### src/rtl/alu_pkg.sv
// Shared opcodes, flag bit positions and FSM state encoding
// for the multi-cycle ALU.
package alu_pkg;

    localparam logic [2:0] OP_SUB   = 3'b000;
    localparam logic [2:0] OP_NAND  = 3'b001;
    localparam logic [2:0] OP_LONES = 3'b010;
    localparam logic [2:0] OP_OHDEC = 3'b011;
    localparam logic [2:0] OP_MUL   = 3'b100;
    localparam logic [2:0] OP_ACC   = 3'b101;
    localparam logic [2:0] OP_ACLR  = 3'b110;
    localparam logic [2:0] OP_RSVD  = 3'b111;

    localparam int FLAG_ERR      = 0;
    localparam int FLAG_NEG      = 1;
    localparam int FLAG_POS      = 2;
    localparam int FLAG_OVERFLOW = 3;

    typedef enum logic {
        IDLE    = 1'b0,
        MUL_RUN = 1'b1
    } state_t;

endpackage

### src/rtl/alu_mc_if.sv
// Request/result bundle between operand source, ALU and consumer.
// The ALU takes the slave side; the source/consumer takes master.
interface alu_mc_if #(
    parameter int WIDTH = 8
);
    logic [WIDTH-1:0] i_arg0;
    logic [WIDTH-1:0] i_arg1;
    logic [2:0]       i_oper;
    logic             i_valid;
    logic             o_ready;
    logic [WIDTH-1:0] o_result;
    logic             o_valid;
    logic [3:0]       o_flag;

    modport master (
        output i_arg0, i_arg1, i_oper, i_valid,
        input  o_ready, o_result, o_valid, o_flag
    );

    modport slave (
        input  i_arg0, i_arg1, i_oper, i_valid,
        output o_ready, o_result, o_valid, o_flag
    );
endinterface

### src/rtl/alu_mul_iter.sv
// Iterative signed multiplier: shift-add on magnitudes, sign applied
// to the final sum. One iteration per clock, WIDTH iterations total.
module alu_mul_iter #(
    parameter int WIDTH = 8
) (
    input  logic               i_clk,
    input  logic               i_rst,
    input  logic               i_start,
    input  logic [WIDTH-1:0]   i_a,
    input  logic [WIDTH-1:0]   i_b,
    output logic               o_done,
    output logic [2*WIDTH-1:0] o_prod
);
    localparam int CW = (WIDTH > 1) ? $clog2(WIDTH) : 1;

    logic [2*WIDTH-1:0] mcand_q;
    logic [WIDTH-1:0]   mplier_q;
    logic [2*WIDTH-1:0] sum_q;
    logic [2*WIDTH-1:0] sum_d;
    logic [CW-1:0]      cnt_q;
    logic               neg_q;
    logic               busy_q;
    logic [WIDTH-1:0]   mag_a;
    logic [WIDTH-1:0]   mag_b;

    // -2^(WIDTH-1) maps onto 2^(WIDTH-1), still representable unsigned
    assign mag_a = i_a[WIDTH-1] ? -i_a : i_a;
    assign mag_b = i_b[WIDTH-1] ? -i_b : i_b;

    assign sum_d  = sum_q + (mplier_q[0] ? mcand_q : '0);
    assign o_done = busy_q & (cnt_q == CW'(WIDTH-1));
    // Product includes the final iteration so the parent can latch it on done
    assign o_prod = neg_q ? -sum_d : sum_d;

    // Load magnitudes on start, then one shift-add step per cycle
    always_ff @(posedge i_clk or posedge i_rst) begin
        if (i_rst) begin
            mcand_q  <= '0;
            mplier_q <= '0;
            sum_q    <= '0;
            cnt_q    <= '0;
            neg_q    <= 1'b0;
            busy_q   <= 1'b0;
        end else if (i_start) begin
            mcand_q  <= {{WIDTH{1'b0}}, mag_a};
            mplier_q <= mag_b;
            sum_q    <= '0;
            cnt_q    <= '0;
            neg_q    <= i_a[WIDTH-1] ^ i_b[WIDTH-1];
            busy_q   <= 1'b1;
        end else if (busy_q) begin
            sum_q    <= sum_d;
            mcand_q  <= mcand_q << 1;
            mplier_q <= mplier_q >> 1;
            cnt_q    <= cnt_q + CW'(1);
            busy_q   <= ~o_done;
        end
    end

endmodule

### src/rtl/alu_mc.sv
// Single-issue multi-cycle ALU: handshake, IDLE/MUL_RUN FSM,
// single-cycle datapath, accumulator and flag generation.
module alu_mc
    import alu_pkg::*;
#(
    parameter int WIDTH = 8
) (
    input logic     i_clk,
    input logic     i_rst,
    alu_mc_if.slave bus
);
    state_t             state_q;
    state_t             state_d;
    logic [WIDTH-1:0]   result_q;
    logic [3:0]         flag_q;
    logic               valid_q;
    logic [WIDTH-1:0]   acc_q;
    logic [WIDTH-1:0]   acc_d;

    logic               ready;
    logic               accept;
    logic               mul_start;
    logic               mul_done;
    logic               valid_d;
    logic [2*WIDTH-1:0] prod;

    logic [WIDTH-1:0]   a;
    logic [WIDTH-1:0]   b;
    logic [2:0]         op;
    logic [2*WIDTH-1:0] cat;
    logic [WIDTH-1:0]   diff;
    logic [WIDTH-1:0]   sum;
    logic               sub_ovf;
    logic               acc_ovf;
    logic               mul_ovf;

    logic [WIDTH-1:0]   lones;
    logic [WIDTH-1:0]   oh_idx;
    logic               run;
    logic               found;
    logic               multi;

    logic [WIDTH-1:0]   y_d;
    logic               err_d;
    logic               ovf_d;
    logic [3:0]         flag_d;

    assign a   = bus.i_arg0;
    assign b   = bus.i_arg1;
    assign op  = bus.i_oper;
    assign cat = {b, a};

    assign accept = bus.i_valid & ready;

    assign diff    = b - a;
    assign sum     = acc_q + a;
    assign sub_ovf = (a[WIDTH-1] ^ b[WIDTH-1]) & (diff[WIDTH-1] ^ b[WIDTH-1]);
    assign acc_ovf = ~(a[WIDTH-1] ^ acc_q[WIDTH-1]) & (sum[WIDTH-1] ^ acc_q[WIDTH-1]);
    // Fits WIDTH signed only if the top WIDTH+1 bits are a pure sign extension
    assign mul_ovf = ~(&prod[2*WIDTH-1:WIDTH-1]) & (|prod[2*WIDTH-1:WIDTH-1]);

    alu_mul_iter #(
        .WIDTH(WIDTH)
    ) u_mul (
        .i_clk  (i_clk),
        .i_rst  (i_rst),
        .i_start(mul_start),
        .i_a    (a),
        .i_b    (b),
        .o_done (mul_done),
        .o_prod (prod)
    );

    // FSM state register
    always_ff @(posedge i_clk or posedge i_rst) begin
        if (i_rst) state_q <= IDLE;
        else       state_q <= state_d;
    end

    // FSM next state: only MUL leaves IDLE
    always_comb begin
        state_d = state_q;
        unique case (state_q)
            IDLE:    if (accept && op == OP_MUL) state_d = MUL_RUN;
            MUL_RUN: if (mul_done)               state_d = IDLE;
            default: state_d = IDLE;
        endcase
    end

    // FSM outputs: readiness, multiplier kick-off, result strobe
    always_comb begin
        ready     = (state_q == IDLE);
        mul_start = accept & (op == OP_MUL);
        valid_d   = (accept & (op != OP_MUL)) | ((state_q == MUL_RUN) & mul_done);
    end

    // Scan {B,A}: leading-ones run from the top, and one-hot position
    always_comb begin
        lones  = '0;
        oh_idx = '0;
        run    = 1'b1;
        found  = 1'b0;
        multi  = 1'b0;
        for (int i = 2*WIDTH-1; i >= 0; i--) begin
            if (run && cat[i]) lones = lones + WIDTH'(1);
            else               run   = 1'b0;
            if (cat[i]) begin
                multi  = multi | found;
                found  = 1'b1;
                oh_idx = WIDTH'(i);
            end
        end
    end

    // Result select; in MUL_RUN the multiplier owns the result path
    always_comb begin
        y_d   = '0;
        err_d = 1'b0;
        ovf_d = 1'b0;
        acc_d = acc_q;
        if (state_q == MUL_RUN) begin
            y_d   = prod[WIDTH-1:0];
            ovf_d = mul_ovf;
        end else begin
            unique case (op)
                OP_SUB: begin
                    y_d   = diff;
                    ovf_d = sub_ovf;
                end
                OP_NAND:  y_d = ~(a & b);
                OP_LONES: y_d = lones;
                OP_OHDEC: begin
                    y_d   = (found & ~multi) ? oh_idx : '0;
                    err_d = ~(found & ~multi);
                end
                OP_MUL: y_d = '0;
                OP_ACC: begin
                    acc_d = sum;
                    y_d   = sum;
                    ovf_d = acc_ovf;
                end
                OP_ACLR: acc_d = '0;
                OP_RSVD: err_d = 1'b1;
                default: err_d = 1'b1;
            endcase
        end
        flag_d                = 4'b0000;
        flag_d[FLAG_ERR]      = err_d;
        flag_d[FLAG_NEG]      = y_d[WIDTH-1];
        flag_d[FLAG_POS]      = (|y_d) & ~y_d[WIDTH-1];
        flag_d[FLAG_OVERFLOW] = ovf_d;
    end

    // Result/flag registers hold between strobes; accumulator moves on accept
    always_ff @(posedge i_clk or posedge i_rst) begin
        if (i_rst) begin
            result_q <= '0;
            flag_q   <= '0;
            valid_q  <= 1'b0;
            acc_q    <= '0;
        end else begin
            valid_q <= valid_d;
            if (valid_d) begin
                result_q <= y_d;
                flag_q   <= flag_d;
            end
            if (accept) acc_q <= acc_d;
        end
    end

    assign bus.o_ready  = ready;
    assign bus.o_result = result_q;
    assign bus.o_valid  = valid_q;
    assign bus.o_flag   = flag_q;

endmodule

### src/flat_wrapper.sv
// flat-port wrapper written by rule: the top's interface ports become plain ports
module alu_mc_flat import alu_pkg::*;
#(
    parameter int WIDTH = 8
)
  (i_clk, i_rst, bus_i_arg0, bus_i_arg1, bus_i_oper, bus_i_valid, bus_o_ready, bus_o_result, bus_o_valid, bus_o_flag);
  alu_mc_if #(.WIDTH(WIDTH)) bus_i ();
  input logic i_clk;
  input logic i_rst;
  input wire logic [$bits(bus_i.i_arg0)-1:0] bus_i_arg0;
  input wire logic [$bits(bus_i.i_arg1)-1:0] bus_i_arg1;
  input wire logic [$bits(bus_i.i_oper)-1:0] bus_i_oper;
  input wire logic [$bits(bus_i.i_valid)-1:0] bus_i_valid;
  output wire logic [$bits(bus_i.o_ready)-1:0] bus_o_ready;
  output wire logic [$bits(bus_i.o_result)-1:0] bus_o_result;
  output wire logic [$bits(bus_i.o_valid)-1:0] bus_o_valid;
  output wire logic [$bits(bus_i.o_flag)-1:0] bus_o_flag;
  assign bus_i.i_arg0 = bus_i_arg0;
  assign bus_i.i_arg1 = bus_i_arg1;
  assign bus_i.i_oper = bus_i_oper;
  assign bus_i.i_valid = bus_i_valid;
  assign bus_o_ready = bus_i.o_ready;
  assign bus_o_result = bus_i.o_result;
  assign bus_o_valid = bus_i.o_valid;
  assign bus_o_flag = bus_i.o_flag;
  alu_mc #(.WIDTH(WIDTH)) u_core (.i_clk(i_clk), .i_rst(i_rst), .bus(bus_i));
endmodule
### config.mk
export PLATFORM = sky130hd
export DESIGN_NAME = alu_mc_flat
export DESIGN_NICKNAME = d
export VERILOG_FILES = /design/src/rtl/alu_pkg.sv /design/src/rtl/alu_mc_if.sv /design/src/rtl/alu_mul_iter.sv /design/src/rtl/alu_mc.sv /design/src/flat_wrapper.sv
export SDC_FILE = /design/constraint.sdc
export NUM_CORES = 1
export LEC_CHECK = 0
export CAP_MARGIN = 40
export CELL_PAD_IN_SITES_DETAIL_PLACEMENT = 1
export CELL_PAD_IN_SITES_GLOBAL_PLACEMENT = 2
export CORE_UTILIZATION = 40
export CTS_CLUSTER_DIAMETER = 50
export DETAILED_ROUTE_END_ITERATION = 10
export GPL_ROUTABILITY_DRIVEN = 0
export PLACE_DENSITY = 0.88
export SETUP_SLACK_MARGIN = 0.15
export SLEW_MARGIN = 20
export SYNTH_ARGS = -nofsm -noshare
export SYNTH_HDL_FRONTEND = slang
export SYNTH_HIERARCHICAL = 1
export SYNTH_SLANG_ARGS = --single-unit
### constraint.sdc
create_clock -name i_clk -period 8.2 [get_ports i_clk]
set_input_delay 1.64 -clock i_clk [delete_from_list [all_inputs] [get_ports i_clk]]
set_output_delay 1.64 -clock i_clk [all_outputs]
set_load 0.005 [all_outputs]
==> flow_summary.json, run 1 <==
{
  "postSynthCellCount": 859,
  "grt_overflow_total": 0,
  "fill_cells": 2052,
  "critPathLaunchType": "primary input",
  "grt_pass1_vias": 6896,
  "clock_latency_ps": 340,
  "p_leak_nw": 3.460,
  "grt_pass1_wl_mm": 36.15,
  "drt_iter0_markers": 379,
  "ir_drop_mv": 0.2487,
  "min_period_ps": 7864,
  "crit_type": "in -> reg",
  "synth-edff-count": 0,
  "cap_violations": 0,
  "gr-usage-all-layers_pct": 25.17,
  "hold_viol": 0,
  "detail-route-antenna-nets": 0,
  "synth_warnings": 6,
  "ys.flop_type": "dfrtp_1",
  "dpl_worst_slack_ps": -648.9,
  "fp-row-count": 48,
  "die_w_um": 135.0,
  "final_cell_mix": "nor2_1 (84), nand2_1 (69), dfrtp_1 (65)",
  "setup_viol": 0,
  "cts-root-buf": "clkbuf_16",
  "antenna_found_initial": 0,
  "rsz0062_at_grt": "false",
  "setup_slack_ps": 336.3,
  "seq_area_frac_synth_pct": 23.34,
  "slew_violations": 0,
  "nNetsFinal": 986,
  "fp.dieH_um": 135.0,
  "io_pins": 36,
  "numCtsBuffers": 9,
  "syn_avg_cell_area_um2": 8.238,
  "num_vias": 6743,
  "synthTopCellsByArea": "dfrtp_1 (23%), ha_1 (9.5%), xnor2_1 (6.3%)",
  "drc": 0,
  "place.port_buffers": 35,
  "layout_commonest_cell": "nor2_1",
  "syn-num-nets": 938,
  "critPathArrivalTime_ps": 8070,
  "status": "complete, no violations",
  "power_density_nw_per_um2": 348.2,
  "period_share_pct": 95.90,
  "synthToLayoutAreaGrowth_pct": 19.02,
  "initial_core_util_pct": 40.91,
  "antenna_cells": 0,
  "clock.fmax_mhz": 127.2,
  "viasPerCell": 5.931,
  "cts_tree": "done",
  "synthDominantCellAreaShare_pct": 23.34,
  "hp-class": "reg -> reg",
  "wirelength_mm": 22.57,
  "syn_area_um2": 7077,
  "rrSetupSlack_ps": 3760,
  "dp_hpwl_mm": 16.61,
  "die_area_um2": 18230,
  "synth-seq-cells": 66,
  "async_flop_share_pct": 100.0,
  "tightestPinTransition_ps": 917.9,
  "synth_area_leader_cell": "dfrtp_1",
  "design.core.area_um2": 17300,
  "fin_util_pct": 48.70,
  "required_ps": 8410,
  "routedWlPerCell_um": 19.85,
  "cts.clk_slew.worst_paths_ps": 60,
  "finClkSkew_ps": 9.805,
  "grt_max_degree": 64,
  "max_stage_delay_ps": 330,
  "total_power_mw": 2.933,
  "cts_sinks": 66,
  "clk_path_buf_depth": 2,
  "relSlewSlack_pct": 38.24,
  "firstDrtPassIters": 4,
  "critPathMaxFanout": 3,
  "crit_path_top_delay_cell": "ha_1",
  "crit_path_end_kind": "register",
  "ys_types": 94,
  "cts.htree.levels": 3,
  "holdBufCountCts": 0,
  "drive_gt1_share_pct": 16.89,
  "hold_ws_ps": 515.9
}
worst paths after layout:
| kind | start | endpoint | cells past startpoint |
|---|---|---|---|
| setup / recovery | bus_i_arg1[5] | u_core/bus.o_flag[2] | 38 |
| hold / removal | u_core/bus.o_result[1] | u_core/bus.o_result[1] | 2 |
| setup reg to reg | u_core/u_mul/mplier_q[0] | u_core/bus.o_flag[3] | 14 |
| hold reg to reg | u_core/bus.o_result[1] | u_core/bus.o_result[1] | 2 |
| max in group asynchronous | i_rst | u_core/u_mul/busy_q | 3 |
| min in group asynchronous | i_rst | u_core/state_q | 2 |
through the flow:
| stage | area, um^2 | setup TNS [ps] | cells |
|---|---|---|---|
| 5_1_grt | 8423 | 0 | 1137 |
| 3_5_place_dp | 7812 | -2700 | 1110 |
| 3_3_place_gp | 7812 | -801.5 | 1110 |
| 4_1_cts | 8212 | 0 | 1131 |
| 2_1_floorplan | 7106 | 0 | 859 |
| 6_report | 8423 | 0 | 1137 |
power by group:
| part | leakage [nW] | switching [mW] | internal [mW] |
|---|---|---|---|
| registers | 0.776 | 0.135 | 0.482 |
| logic | 2.55 | 1.12 | 0.834 |
| clock network | 0.133 | 0.156 | 0.206 |
| total | 3.46 | 1.41 | 1.52 |
cell usage after synthesis, types with 11 or more instances:
cell type	number
a21o_1	12
dfrtp_1	66
inv_1	33
nor3_1	16
xor2_1	16
and3_1	11
and2_1	23
o21ai_0	46
a21oi_1	46
a211oi_1	11
mux2i_1	43
xnor2_1	51
clkbuf_1	33
nand3_1	26
nand2_1	76
nor2_1	88
nand4_1	12
ha_1	54
routing by layer:
layer | wire, um | share of wire, % | vias up | global-route usage, %
met5 | 0 | 0 | - | 0
met1 | 10320 | 46 | 3374 | 33.03
li1 | - | - | 3190 | -
met2 | 10890 | 48 | 144 | 42.01
met4 | 426 | 1.9 | 0 | 7.491
met3 | 933 | 4.1 | 35 | 4.467
registers in the layout, indices dropped and copies added (netlist names):
name	cells
u_core/acc_q	8
u_core/bus.o_flag	4
u_core/bus.o_result	7
u_core/bus.o_valid	1
u_core/state_q	1
u_core/u_mul/busy_q	1
u_core/u_mul/cnt_q	3
u_core/u_mul/mcand_q	16
u_core/u_mul/mplier_q	8
u_core/u_mul/neg_q	1
u_core/u_mul/sum_q	16
cells by family (layout without fill, tap and decap cells):
logic type | after synthesis | count (layout) | synth area share [%]
xor+xnor | 71 | 71 | 9.459
flops | 66 | 66 | 23.34
compound gates | 215 | 215 | 21.46
buf+inv | 81 | 134 | 4.668
simple gates | 319 | 319 | 23.29
mux | 49 | 49 | 7.249
fa+ha+maj | 58 | 58 | 10.54
cell type report:
class | count | area [um^2] | share of cell area [%]
clock buffers | 10 | 229.0 | 2.718
clock inverters | 6 | 43.79 | 0.5199
inverters | 34 | 127.6 | 1.515
multi-input cells | 712 | 5349 | 63.50
flip-flops and latches | 66 | 1653 | 19.62
well taps | 225 | 281.5 | 3.342
repair buffers | 84 | 739.5 | 8.779
worst max-delay path, delay by kind of cell:
kind                     cells  cell delay [ps]
adder cells (fa/ha/maj)      9             2460
AO/OA/AOI/OAI               12             1690
AND/OR/NAND/NOR             10             1000
XOR/XNOR                     1              160
multiplexers                 4              920
buffers and inverters        2              210
timing repair:
item / 4_1_cts / 5_1_grt
gates resized for setup: 23 / 42
pin swaps: 21 / 32
setup endpoints to repair: 5 / 4
buffers inserted: 5 / 3
(Power assumes the default switching activity.)
==> run 2: changes to the inputs <==
- CORE_UTILIZATION: 40 -> 34
- PLACE_DENSITY: 0.88 -> 0.79
- REMOVE_ABC_BUFFERS: not set -> 1
- clock period: 8.2 -> 6.4 ns (I/O delays scaled with it)
==> run 2 against run 1 <==
Net effect: the run now ends with setup timing left; core utilization down 4.9 points; routed wire length down 1.5%; non-clock buffer count up 51; flip-flop and latch count unchanged; critical endpoint unchanged; clock power up 53%; critical path depth down 1; total power up 32%; register-to-register slack worse by 1700 ps; final cell count up 8.4%.
==> flow_summary.json, run 2 (synthesis gave the netlist of run 1 again) <==
{
  "status": "finished with violations",
  "violations": "setup timing",
  "synthToLayoutAreaGrowth_pct": 25.57,
  "critPathMaxFanout": 3,
  "cpMostUsedCell": "ha_4",
  "die_w_um": 146.3,
  "tightestPinTransition_ps": 783.4,
  "grtUsageMet2_pct": 35.64,
  "cts.htree.levels": 3,
  "crit_path_top_delay_cell": "ha_1",
  "setup_viol": 7,
  "global_route.usage.met3_pct": 2.938,
  "setup_slack_ps": -847.6,
  "antenna_found_initial": 0,
  "design.core.area_um2": 20300,
  "drc": 0,
  "cts_tree": "done",
  "dp_hpwl_mm": 16.98,
  "busiest_layer": "met2",
  "grt_max_degree": 64,
  "drt_iter0_markers": 187,
  "hold_viol": 0,
  "grt_pass1_vias": 6991,
  "use_met1_pct": 29.25,
  "required_ps": 6600,
  "finClkSkew_ps": 11.09,
  "cts.clk_slew.worst_paths_ps": 60,
  "relSlewSlack_pct": 47.77,
  "crit_type": "in -> reg",
  "ir_drop_mv": 0.2042,
  "critPathLaunchType": "primary input",
  "finalSetupTns_ps": -4131,
  "die_area_um2": 21390,
  "fill_cells": 2439,
  "fp.dieH_um": 146.3,
  "layout_commonest_cell": "buf_4",
  "antenna_cells": 0,
  "power_density_nw_per_um2": 435.4,
  "cap_violations": 0,
  "max_stage_delay_ps": 320,
  "crit_path_end_kind": "register",
  "numCtsBuffers": 9,
  "place.port_buffers": 35,
  "min_period_ps": 7248,
  "viasPerCell": 5.387,
  "grt_overflow_total": 0,
  "reg_top3": "u_core/u_mul/mcand_q x16, u_core/u_mul/sum_q x16",
  "drive_gt1_share_pct": 21.39,
  "clock.fmax_mhz": 138.0,
  "dp.cells": 1206,
  "slew_violations": 0,
  "fin_util_pct": 43.77,
  "io_pins": 36,
  "hold_ws_ps": 502.6,
  "clk_path_buf_depth": 2,
  "critPathArrivalTime_ps": 7450,
  "final_cell_mix": "buf_4 (96), nor2_1 (81), nand2_1 (74)",
  "num_vias": 6642,
  "hp-class": "reg -> reg",
  "grt_pass1_wl_mm": 37.03,
  "clock_latency_ps": 340,
  "gr-usage-all-layers_pct": 21.62,
  "firstDrtPassIters": 4,
  "detail-route-antenna-nets": 0,
  "p_leak_nw": 3.705,
  "period_share_pct": 113.2,
  "instances_no_fill": 1233,
  "nNetsFinal": 1037,
  "rsz0062_at_grt": "true",
  "routedWlPerCell_um": 18.04,
  "wirelength_mm": 22.24,
  "cts-root-buf": "clkbuf_16",
  "fp-row-count": 52,
  "cts_sinks": 66,
  "total_power_mw": 3.869,
  "initial_core_util_pct": 34.86
}
==> run 2: worst paths after layout <==
path / from / to / slack (ps) / cells past startpoint
worst max-delay path: bus_i_arg1[5] / u_core/bus.o_flag[2] / -850 / 37
min in group asynchronous: i_rst / u_core/state_q / 1200 / 2
worst min-delay path: u_core/bus.o_flag[0] / u_core/bus.o_flag[0] / 500 / 2
worst min register to register: u_core/bus.o_flag[0] / u_core/bus.o_flag[0] / 500 / 2
worst max register to register: u_core/u_mul/mplier_q[0] / u_core/bus.o_flag[3] / 2110 / 14
max in group asynchronous: i_rst / u_core/u_mul/busy_q / 4590 / 3
==> run 2: report_power, final <==
part           internal, mW  switching (mW)  total [mW]
sequential            0.618           0.169       0.787
clock                 0.345           0.209       0.554
combinational          1.09            1.43        2.53
total                  2.06            1.81        3.87
==> run 2: layer usage <==
metal  wire, um  part of all wire (%)
met5          0                     0
met4        476                   2.1
met3        674                   3.0
met2      10510                    47
met1      10580                    48
==> run 2: area by class of cell <==
| class | count | area [um^2] | share of cell area, % |
|---|---|---|---|
| clock inverter | 7 | 100.1 | 1.126 |
| clock buffer | 9 | 225.2 | 2.534 |
| tap | 270 | 337.8 | 3.802 |
| timing repair buffer | 135 | 1125 | 12.66 |
| inverter | 34 | 130.1 | 1.464 |
| multi-input combinational | 712 | 5315 | 59.81 |
| sequential | 66 | 1653 | 18.60 |
==> run 2: worst max-delay path, delay by kind of cell <==
kind	cells	cell delay, ps
and+or+nand+nor	9	840
AOI/OAI and AO/OA	12	1740
adders and majority gates	9	2310
muxes	4	910
xor gates and xnor gates	1	150
buffers and inverters	2	200
==> run 2: metrics by stage <==
stage | setup slack [ps] | instance area [um^2]
2_1_floorplan | -1121 | 6874
3_3_place_gp | -1833 | 8222
3_5_place_dp | -2010 | 8257
4_1_cts | -862.5 | 8766
5_1_grt | -1123 | 8886
6_report | -847.6 | 8886
==> run 2: repair_timing <==
| item | 4_1_cts | 5_1_grt |
|---|---|---|
| endpoints found under the setup margin | 7 | 7 |
| resized for setup | 51 | 19 |
| pin swaps | 31 | 17 |
| gates cloned | 0 | 0 |
| buffers inserted | 5 | 4 |
| hold buffers | 0 | 0 |
==> run 3: changes to the inputs <==
- CORE_UTILIZATION: 34 -> 40
- PLACE_DENSITY: 0.79 -> 0.88
- clock period: 6.4 -> 9.03 ns (I/O delays scaled with it)
==> run 3 against run 2 <==
Net effect: the run now ends clean; die area shrank 15%; count of clock-buffer cells in the layout is the same; clock power down 33%; core utilization up 3.2 points; worst hold slack improved by 14 ps; clock skew shrank 2.8 ps; routed wire length up 0.27%; largest cell class unchanged; sequential share of layout area grew 1.7 points; highest routed layer unchanged.
==> flow_summary.json, run 3 (synthesis gave the netlist of run 1 again) <==
{
  "dp.cells": 1096,
  "crit_path_end_kind": "register",
  "drt_iter0_markers": 424,
  "tightestPinTransition_ps": 804.7,
  "numCtsBuffers": 9,
  "required_ps": 9230,
  "crit_type": "in -> reg",
  "crit_path_top_delay_cell": "o21ai_0",
  "status": "complete, no violations",
  "grt_max_degree": 64,
  "p_seq_share_pct": 20.8,
  "nNetsFinal": 967,
  "cts_sinks": 66,
  "detail-route-antenna-nets": 0,
  "drc": 0,
  "ir_drop_mv": 0.2173,
  "p_leak_nw": 3.359,
  "finClkSkew_ps": 8.272,
  "dp_hpwl_mm": 16.80,
  "hold_ws_ps": 516.8,
  "startpoint": "bus_i_arg1[5]",
  "p_sw_share_pct": 48.55,
  "synthToLayoutAreaGrowth_pct": 14.87,
  "critPathArrivalTime_ps": 8760,
  "die_w_um": 135.0,
  "gr-usage-all-layers_pct": 25.03,
  "fp.dieH_um": 135.0,
  "clock_latency_ps": 340,
  "wirelength_mm": 22.30,
  "max_stage_delay_ps": 350,
  "cap_violations": 0,
  "power.internal_mw": 1.386,
  "final_cell_mix": "nor2_1 (88), nand2_1 (76), dfrtp_1 (65)",
  "r2r-end": "u_core/bus.o_flag[3]",
  "instances_no_fill": 1118,
  "whs_path_depth": 1,
  "period_share_pct": 94.81,
  "relSlewSlack_pct": 45.65,
  "holdBufCountCts": 0,
  "rrSetupSlack_ps": 4450,
  "min_period_ps": 8561,
  "hold_viol": 0,
  "fp-row-count": 48,
  "p_sw_mw": 1.308,
  "die_area_um2": 18230,
  "hp-class": "reg -> reg",
  "cts.htree.levels": 3,
  "critPathLaunchType": "primary input",
  "grt_overflow_total": 0,
  "cts-root-buf": "clkbuf_16",
  "grt_pass1_wl_mm": 35.92,
  "cpMostUsedCell": "ha_1",
  "power_frac_clock_pct": 13.7,
  "design.core.area_um2": 17300,
  "antenna_cells": 0,
  "io_pins": 36,
  "setup_viol": 0,
  "cts_tree": "done",
  "critPathMaxFanout": 10,
  "layout_commonest_cell": "nor2_1",
  "r2r_start": "u_core/u_mul/mplier_q[0]",
  "power_density_nw_per_um2": 331.5,
  "fill_cells": 2089,
  "cts.clk_slew.worst_paths_ps": 60,
  "endpoint": "u_core/bus.o_flag[2]",
  "rsz0062_at_grt": "false",
  "reg_top3": "u_core/u_mul/mcand_q x16, u_core/u_mul/sum_q x16",
  "drive_gt1_share_pct": 11.53,
  "routedWlPerCell_um": 19.95,
  "multiInputGateArea_um2": 5125,
  "clock.fmax_mhz": 116.8,
  "viasPerCell": 5.959,
  "antenna_found_initial": 0,
  "rr_worst_depth": 14,
  "num_vias": 6662,
  "total_power_mw": 2.694,
  "initial_core_util_pct": 40.91,
  "seqCellArea_um2": 1653,
  "finalSetupTns_ps": 0,
  "place.port_buffers": 35,
  "slew_violations": 0,
  "grt_pass1_vias": 6804,
  "firstDrtPassIters": 8,
  "power.share.combinational_pct": 65.5,
  "clk_path_buf_depth": 2
}
run 3: per-layer routing:
layer	part of all wire, %	up-vias	track usage [%]
li1	-	3151	-
met1	46	3328	33.33
met2	48	146	42.10
met3	3.5	37	3.078
met4	2.0	0	7.740
met5	0	-	0
run 3: power groups by stage:
stage / clock network (mW) / logic [mW] / registers (mW)
floorplan: 0 / 1.22 / 0.557
global placement: 0 / 1.63 / 0.554
detailed placement: 0 / 1.72 / 0.565
CTS: 0.376 / 1.75 / 0.560
global route: 0.389 / 1.93 / 0.581
finish: 0.369 / 1.76 / 0.561
run 3: critical path, delay by kind of cell:
| family | cells | cell delay, ps |
|---|---|---|
| AO/OA/AOI/OAI | 11 | 2080 |
| AND/OR/NAND/NOR | 10 | 890 |
| XOR/XNOR | 1 | 150 |
| buffers and inverters | 3 | 570 |
| multiplexers | 4 | 940 |
| adder cells (fa/ha/maj) | 8 | 2330 |
run 3: worst min-delay path by stage:
stage	slack, ps	end	from
after floorplan	470	u_core/bus.o_flag[0]	u_core/bus.o_flag[0]
after global placement	490	u_core/bus.o_result[6]	u_core/bus.o_result[6]
after detailed placement	500	u_core/bus.o_result[6]	u_core/bus.o_result[6]
after CTS	520	u_core/bus.o_result[6]	u_core/bus.o_result[6]
after global routing	540	u_core/acc_q[3]	u_core/acc_q[3]
final	520	u_core/acc_q[4]	u_core/acc_q[4]
run 3: area by class of cell:
cell class	count	area share [%]
Tap cell	225	3.463
Clock inverter	7	1.031
Multi-Input combinational cell	712	63.04
Clock buffer	9	2.771
Timing Repair Buffer	65	7.788
Sequential cell	66	20.33
Inverter	34	1.570
run 3: metrics by stage:
step / area, um^2 / setup slack, ps / util [%]
3_5_place_dp: 7732 / -264.8 / 44.70
3_3_place_gp: 7670 / 129.5 / 44.34
4_1_cts: 8051 / 173.9 / 46.55
6_report: 8129 / 469.1 / 47.00
2_1_floorplan: 6874 / 983.2 / -
5_1_grt: 8129 / 135.4 / 47.00
run 3: timing repair:
item / CTS / global route
gates resized for setup: 6 / 11
setup endpoints to repair: 3 / 4
buffers inserted: 0 / 3
pin swaps: 1 / 13
